===== src/rtl/color_pkg.sv =====
// Shared types and widths for the color-RAM to SRAM sequencer.
package color_pkg;

  localparam int COLOR_ADDR_W = 10;
  localparam int BANK_W       = 6;
  localparam int NIBBLE_W     = 4;

  typedef enum logic [2:0] {
    IDLE   = 3'd0,
    SETUP  = 3'd1,
    STROBE = 3'd2,
    HOLD   = 3'd3,
    DONE   = 3'd4
  } state_t;

endpackage


===== src/rtl/color_sync.sv =====
// Multi-flop synchroniser for an active-low asynchronous strobe; resets to the inactive level.
module color_sync #(
  parameter int STAGES = 2
) (
  input  logic clock,
  input  logic reset,
  input  logic async_in,
  output logic sync_out
);

  logic [STAGES-1:0] stages;

  always_ff @(posedge clock) begin
    if (reset) begin
      stages <= '1;
    end else begin
      stages <= {stages[STAGES-2:0], async_in};
    end
  end

  assign sync_out = stages[STAGES-1];

endmodule


===== src/rtl/color_sram_sequencer.sv =====
// Turns asynchronous color-RAM strobes into one clock-timed SRAM cycle per access,
// with programmable setup, strobe and hold widths and a latched read result.
module color_sram_sequencer
  import color_pkg::*;
#(
  parameter int SYNC_STAGES   = 2,
  parameter int SETUP_CYCLES  = 1,
  parameter int STROBE_CYCLES = 2,
  parameter int HOLD_CYCLES   = 1
) (
  input  logic                      clock,
  input  logic                      reset,
  input  logic                      _ce_color,
  input  logic                      _we_color,
  input  logic [COLOR_ADDR_W-1:0]   address_color,
  input  logic [BANK_W-1:0]         bank_in,
  input  logic                      lane_hi,
  input  logic [NIBBLE_W-1:0]       wdata_in,
  output logic [15:0]               mem_addr,
  output logic [NIBBLE_W-1:0]       mem_wdata,
  output logic                      mem_wdata_oe,
  input  logic [NIBBLE_W-1:0]       mem_rdata,
  output logic                      _ce_mem,
  output logic                      _we_mem,
  output logic                      _lb,
  output logic                      _ub,
  output logic [NIBBLE_W-1:0]       rdata_out,
  output logic                      rdata_valid,
  output logic                      busy
);

  localparam int CNT_W = 8;
  localparam logic [CNT_W-1:0] SETUP_LAST  = CNT_W'(SETUP_CYCLES - 1);
  localparam logic [CNT_W-1:0] STROBE_LAST = CNT_W'(STROBE_CYCLES - 1);
  localparam logic [CNT_W-1:0] HOLD_LAST   = CNT_W'((HOLD_CYCLES > 0) ? HOLD_CYCLES - 1 : 0);

  state_t            state;
  state_t            state_next;
  logic [CNT_W-1:0]  cnt;
  logic [CNT_W-1:0]  cnt_next;
  logic              ce_s;
  logic              we_s;
  logic              ce_prev;
  logic              lane_q;
  logic              write_q;
  logic              access_start;
  logic              active;
  logic              read_sample;

  color_sync #(.STAGES(SYNC_STAGES)) u_sync_ce (
    .clock    (clock),
    .reset    (reset),
    .async_in (_ce_color),
    .sync_out (ce_s)
  );

  color_sync #(.STAGES(SYNC_STAGES)) u_sync_we (
    .clock    (clock),
    .reset    (reset),
    .async_in (_we_color),
    .sync_out (we_s)
  );

  // Only a falling edge seen while idle starts an access, so one color access gives one SRAM cycle.
  assign access_start = (state == IDLE) && ce_prev && !ce_s;
  assign read_sample  = (state == STROBE) && (cnt == STROBE_LAST) && !write_q;

  always_ff @(posedge clock) begin
    if (reset) begin
      state   <= IDLE;
      cnt     <= '0;
      ce_prev <= 1'b1;
    end else begin
      state   <= state_next;
      cnt     <= cnt_next;
      ce_prev <= ce_s;
    end
  end

  always_comb begin
    state_next = state;
    cnt_next   = cnt + 1'b1;
    case (state)
      IDLE: begin
        cnt_next = '0;
        if (access_start) state_next = SETUP;
      end
      SETUP: begin
        if (cnt == SETUP_LAST) begin
          state_next = STROBE;
          cnt_next   = '0;
        end
      end
      STROBE: begin
        if (cnt == STROBE_LAST) begin
          state_next = (HOLD_CYCLES > 0) ? HOLD : DONE;
          cnt_next   = '0;
        end
      end
      HOLD: begin
        if (cnt == HOLD_LAST) begin
          state_next = DONE;
          cnt_next   = '0;
        end
      end
      DONE: begin
        cnt_next = '0;
        if (ce_s) state_next = IDLE;
      end
      default: begin
        state_next = IDLE;
        cnt_next   = '0;
      end
    endcase
  end

  always_comb begin
    active       = (state == SETUP) || (state == STROBE) || (state == HOLD);
    busy         = active;
    _lb          = !(active && !lane_q);
    _ub          = !(active && lane_q);
    mem_wdata_oe = active && write_q;
    _ce_mem      = !(state == STROBE);
    _we_mem      = !((state == STROBE) && write_q);
  end

  // Access parameters are frozen at the start edge; later changes on the color side are ignored.
  always_ff @(posedge clock) begin
    if (reset) begin
      mem_addr    <= '0;
      mem_wdata   <= '0;
      lane_q      <= 1'b0;
      write_q     <= 1'b0;
      rdata_out   <= '0;
      rdata_valid <= 1'b0;
    end else begin
      if (access_start) begin
        mem_addr  <= {bank_in, address_color};
        mem_wdata <= wdata_in;
        lane_q    <= lane_hi;
        write_q   <= !we_s;
        if (we_s) rdata_valid <= 1'b0;
      end
      if (read_sample) begin
        rdata_out   <= mem_rdata;
        rdata_valid <= 1'b1;
      end
    end
  end

endmodule

===== config.mk =====
export PLATFORM = sky130hd
export DESIGN_NAME = color_sram_sequencer
export DESIGN_NICKNAME = d
export VERILOG_FILES = /design/src/rtl/color_pkg.sv /design/src/rtl/color_sync.sv /design/src/rtl/color_sram_sequencer.sv
export SDC_FILE = /design/constraint.sdc
export NUM_CORES = 1
export LEC_CHECK = 0
export ABC_CLOCK_PERIOD_IN_PS = 2200
export BUFFER_PORTS_ARGS = -buffer_cell sky130_fd_sc_hd__buf_2
export CAP_MARGIN = 10
export CORE_MARGIN = 1.5
export CORE_UTILIZATION = 35
export CTS_BUF_LIST = sky130_fd_sc_hd__clkbuf_16
export DETAILED_ROUTE_END_ITERATION = 16
export MAX_ROUTING_LAYER = met4
export PLACE_DENSITY = 0.63
export SYNTH_ARGS = -nofsm -noshare
export SYNTH_HDL_FRONTEND = slang
export SYNTH_SLANG_ARGS = --single-unit

===== constraint.sdc =====
create_clock -name clock -period 2.2 [get_ports clock]
set_clock_uncertainty 0.2 [all_clocks]
set_input_delay 0.66 -clock clock [delete_from_list [all_inputs] [get_ports clock]]
set_output_delay 0.66 -clock clock [all_outputs]
set_load 0.01 [all_outputs]

Word level (Yosys, flattened, before mapping)
Cells that the tools add are included.
{"block": "word_totals", "regBits": 43, "input_bits": 29, "output_inout_bits": 31, "wordCells": 59}
{"block": "classes", "addsub": 1, "n_eq_ne": 10, "mux": 12, "n_reduce_logical": 25}
{"cell": "$mux 8", "count": 2}
{"cell": "$pmux 8 s2", "count": 1}
{"cell": "$mux 3", "count": 5}
{"cell": "$pmux 3 s5", "count": 1}
{"cell": "$add 8x1->8 const B", "count": 1}
{"cell": "$eq 8x1->1 const B", "count": 1}
{"cell": "$logic_and 1x1->1", "count": 8}
{"cell": "$logic_not 1->1", "count": 8}
{"cell": "$logic_not 8->1", "count": 1}
{"cell": "$ne 2x2->1 const B", "count": 4}
{"cell": "$eq 3x2->1 const B", "count": 2}
{"cell": "$reduce_and 5->1", "count": 1}
{"cell": "$reduce_bool 2->1", "count": 2}
{"cell": "$eq 3x1->1 const B", "count": 1}
{"cell": "$eq 3x3->1 const B", "count": 1}
{"cell": "$logic_not 3->1", "count": 1}
{"cell": "$mux 1", "count": 3}
{"cell": "$logic_or 1x1->1", "count": 2}
{"cell": "$ne 2x1->1 const B", "count": 1}
{"cell": "$reduce_and 2->1", "count": 1}
{"cell": "$reduce_or 2->1", "count": 1}

Logic depth before layout (Yosys ltp)
{"block": "depth", "depth_word": 5, "depth_mapped": 6, "depth_no_buf": 5}

Hierarchy
From an unflattened synthesis, not the netlist that was laid out.
{"block": "unflattened", "cells_unflattened": 203, "hier_area_um2": 1824.2}
{"mod": "color_sram_sequencer", "n_inst": 1, "cells_per_inst": 195, "area_per_inst_um2": 1719.1, "seq_area_each_um2": 780.7}
{"mod": "color_sync", "n_inst": 2, "cells_per_inst": 4, "area_per_inst_um2": 52.6, "seq_area_each_um2": 40.0}

Worst setup path after synthesis
Ideal clock, no wire load.
{"block": "synth_path", "path_kind": "register to output", "startpoint": "reg state[0]", "endpoint": "out _we_mem", "arrival_time_ns": 1.240, "required_time_ns": 1.340, "setup_slack_ns": 0.100, "path_stages_with_launch": 4, "n_path_buf": 1, "path_cell_list": "dfxtp_1 > buf_6 > or3b_2 > or2_2"}
{"block": "synth_between", "elab_chain_cells": 3}
{"element": "start, declared", "line": "color_sram_sequencer.sv:37", "rtl": "state_t state;"}
{"element": "start signal, assigned", "line": "color_sram_sequencer.sv:74", "rtl": "state <= state_next;"}
{"element": "$eq 3x2->1", "line": "color_sram_sequencer.sv:124", "rtl": "_we_mem = !((state == STROBE) && write_q);"}
{"element": "$logic_and 1x1->1", "line": "color_sram_sequencer.sv:124"}
{"element": "$logic_not 1->1", "line": "color_sram_sequencer.sv:124"}
{"element": "end, declared", "line": "color_sram_sequencer.sv:24", "rtl": "output logic _we_mem,"}
No other way between the ends.

Worst setup path in the final report
{"block": "layout_path", "startpoint": "reg state[1]", "endpoint": "out _we_mem"}
The elaborated chain is that of the path after synthesis.

==> metrics.cfg <==
[setup_path]
worstRegToRegCells=6
path_class=register to output port
worst_ep_required_time_ps=1340
end_kind=output port
cp_max_fo=2
arrival_ps=1350
crit_path_start_kind=register

[die]
fp.dieW_um=71.9
initial_core_util_pct=37.3
rows=24
core_area_mm2=0.00444
dieArea_mm2=0.00516
io_pins=60
die_h_um=71.9

[placement]
dp.cells=303
io_buffers=59
place.gp.congestion=0.746
hpwlAfterDp_mm=2.46
dp_slack_ps=119

[final_layout]
final_common_cell=buf_2
drive_above_1_share_pct=33.3
nNetsFinal=292
final_cell_mix=buf_2 (58), nand2_1 (46), dfxtp_1 (41)
area_growth_pct=36.2
stdcell_count=313
antennaDiodeCount=0

[logic_synthesis]
synth_warnings=0
syn_inst=194
syn_avg_cell_area_um2=8.55
ys_types=31
seq_area_frac_synth_pct=51.9
syn_area_mm2=0.00166
synth_seq_cells=43
syn_nets=226

[pwr]
p_leak_uw=0.00102
p_per_area_mw_per_mm2=841
vdd_drop_max_mv=0.482

[clocking]
clk_pin_slew_ps=60
root_buffer=clkbuf_16
cts_max_level=2
postCtsHoldBufs=0
cts_sinks=43
cts_tree=done
clockBufferDepth=2
clk-insertion-delay-late_ps=280
cts_inserted_buffers=5

[timing]
setup_violations=1
final.period_utilization_pct=100
final_hold_viol_count=0
hold_slack_ps=207
period_minus_slack_ps=2210
clock.fmax_mhz=453
rsz0062_at_grt=true
slew_headroom_pct=68.0
fin_ws_ps=-8.15
worst-slew-pin-transition_ps=475
slew_violations=0

[global_routing]
antenna_found_initial=0
overflow=0
grt_first_pass_wirelength_mm=5.87
grt_pass1_vias=1305
grt_max_degree=35
groute.usage.overall_pct=15.2

[drt]
post_drt_wl_per_cell_um=11.4
routed_via_density=4.53
drc=0
drt_wl_total_mm=3.56
vias=1419
drtIter0Drc=92
first_pass_iters=6
detail-route-antenna-nets=0

[job]
drv_cap=0

[run_status]
status=finished with violations
violations=negative setup slack

[worst_hold_path]
min_path_cells=1
hold_class=register to register

==> cell usage after synthesis <==
library cell	n	area share, %
a211oi_1	1	0.45
or3_1	2	0.75
or3b_2	1	0.53
dfxtp_1	43	52
nor4_4	1	1.3
a311oi_1	1	0.53
nor3b_1	1	0.45
buf_2	2	0.60
inv_1	5	1.1
mux2i_1	4	2.4
a21boi_1	1	0.45
and3_1	2	0.75
xnor2_1	1	0.53
nor4b_1	1	0.53
o21bai_1	1	0.45
nor3_1	2	0.60
ha_1	3	2.3
buf_6	1	0.68
nor2b_1	1	0.38
nand3b_1	2	0.90
nor2_1	17	3.8
nand2_1	46	10
and2_1	1	0.38
nand3_1	7	2.1
o21ai_0	3	0.90
a21oi_1	22	6.6
clkbuf_1	7	1.6
a31oi_1	1	0.38
xor2_1	6	3.2
or2_2	6	2.3
nand4_1	2	0.75
==> logic make-up (layout without fill, tap and decap cells) <==
family                   count (synthesis)  count (layout)  synth area share [%]
AO/OA/AOI/OAI                           30              30                  9.80
flip-flops                              43              43                  51.9
XOR/XNOR                                 7               7                  3.70
adder cells (fa/ha/maj)                  3               3                  2.26
buffers and inverters                   15              82                  4.00
multiplexers                             4               4                  2.41
AND/OR/NAND/NOR                         92              92                  25.9
==> final timing paths <==
kind                                          start                   to  slack [ps]
worst max-delay path                       state[1]              _we_mem          -8
worst min register to register  u_sync_we.stages[0]  u_sync_we.stages[1]         210
worst min-delay path            u_sync_we.stages[0]  u_sync_we.stages[1]         210
worst max register to register             state[0]         rdata_out[1]         360
==> worst max-delay path, stage by stage (launching register included) <==
cell	delay, ps
dfxtp_2	330
or3b_4	380
or2_4	240
buf_6	120
==> flip-flops by register name, indices dropped and copies added, names as in the netlist <==
name              flops
u_sync_ce.stages      2
rdata_out             4
ce_prev               1
state                 3
u_sync_we.stages      2
mem_addr             16
rdata_valid           1
write_q               1
lane_q                1
mem_wdata             4
cnt                   8
==> where the power goes <==
part           total [uW]  switching [uW]  internal [uW]
Clock                 926             281            646
Sequential            814            11.1            803
Combinational         159            83.8           75.5
Total                1900             376           1520
==> what timing repair did <==
| action | in CTS | in global routing |
|---|---|---|
| endpoints found under the setup margin | 2 | 1 |
| gates resized for setup | 8 | 0 |
| setup buffers | 3 | 0 |
| pin swaps | 1 | 0 |
==> layer usage <==
| metal | vias to the layer above | wire, um | GRT usage [%] |
|---|---|---|---|
| li1 | 769 | - | - |
| met4 | 0 | 72 | 7.55 |
| met3 | 7 | 105 | 3.09 |
| met5 | - | 0 | - |
| met1 | 613 | 1680 | 18.8 |
| met2 | 30 | 1710 | 23.6 |
==> layout make-up <==
type	count	area (um^2)
inverters	5	18.8
multi-input cells	136	739
flip-flops and latches	43	863
well taps	52	65.1
clock buffers	5	125
repair buffers	69	384
clock inverters	3	63.8
fillers	432	2180
==> per-stage QoR <==
stage | area [um^2] | total power, uW | setup TNS (ps) | utilization, %
floorplan | 1660 | 912 | 0 | -
detailed placement | 2030 | 982 | 0 | 45.7
global placement | 2030 | 981 | 0 | 45.7
global route | 2260 | 1970 | -38.7 | 50.8
finish | 2260 | 1900 | -8.15 | 50.8
CTS | 2260 | 1920 | -8.22 | 50.8
Note: power is estimated with default switching activity, not from simulation.
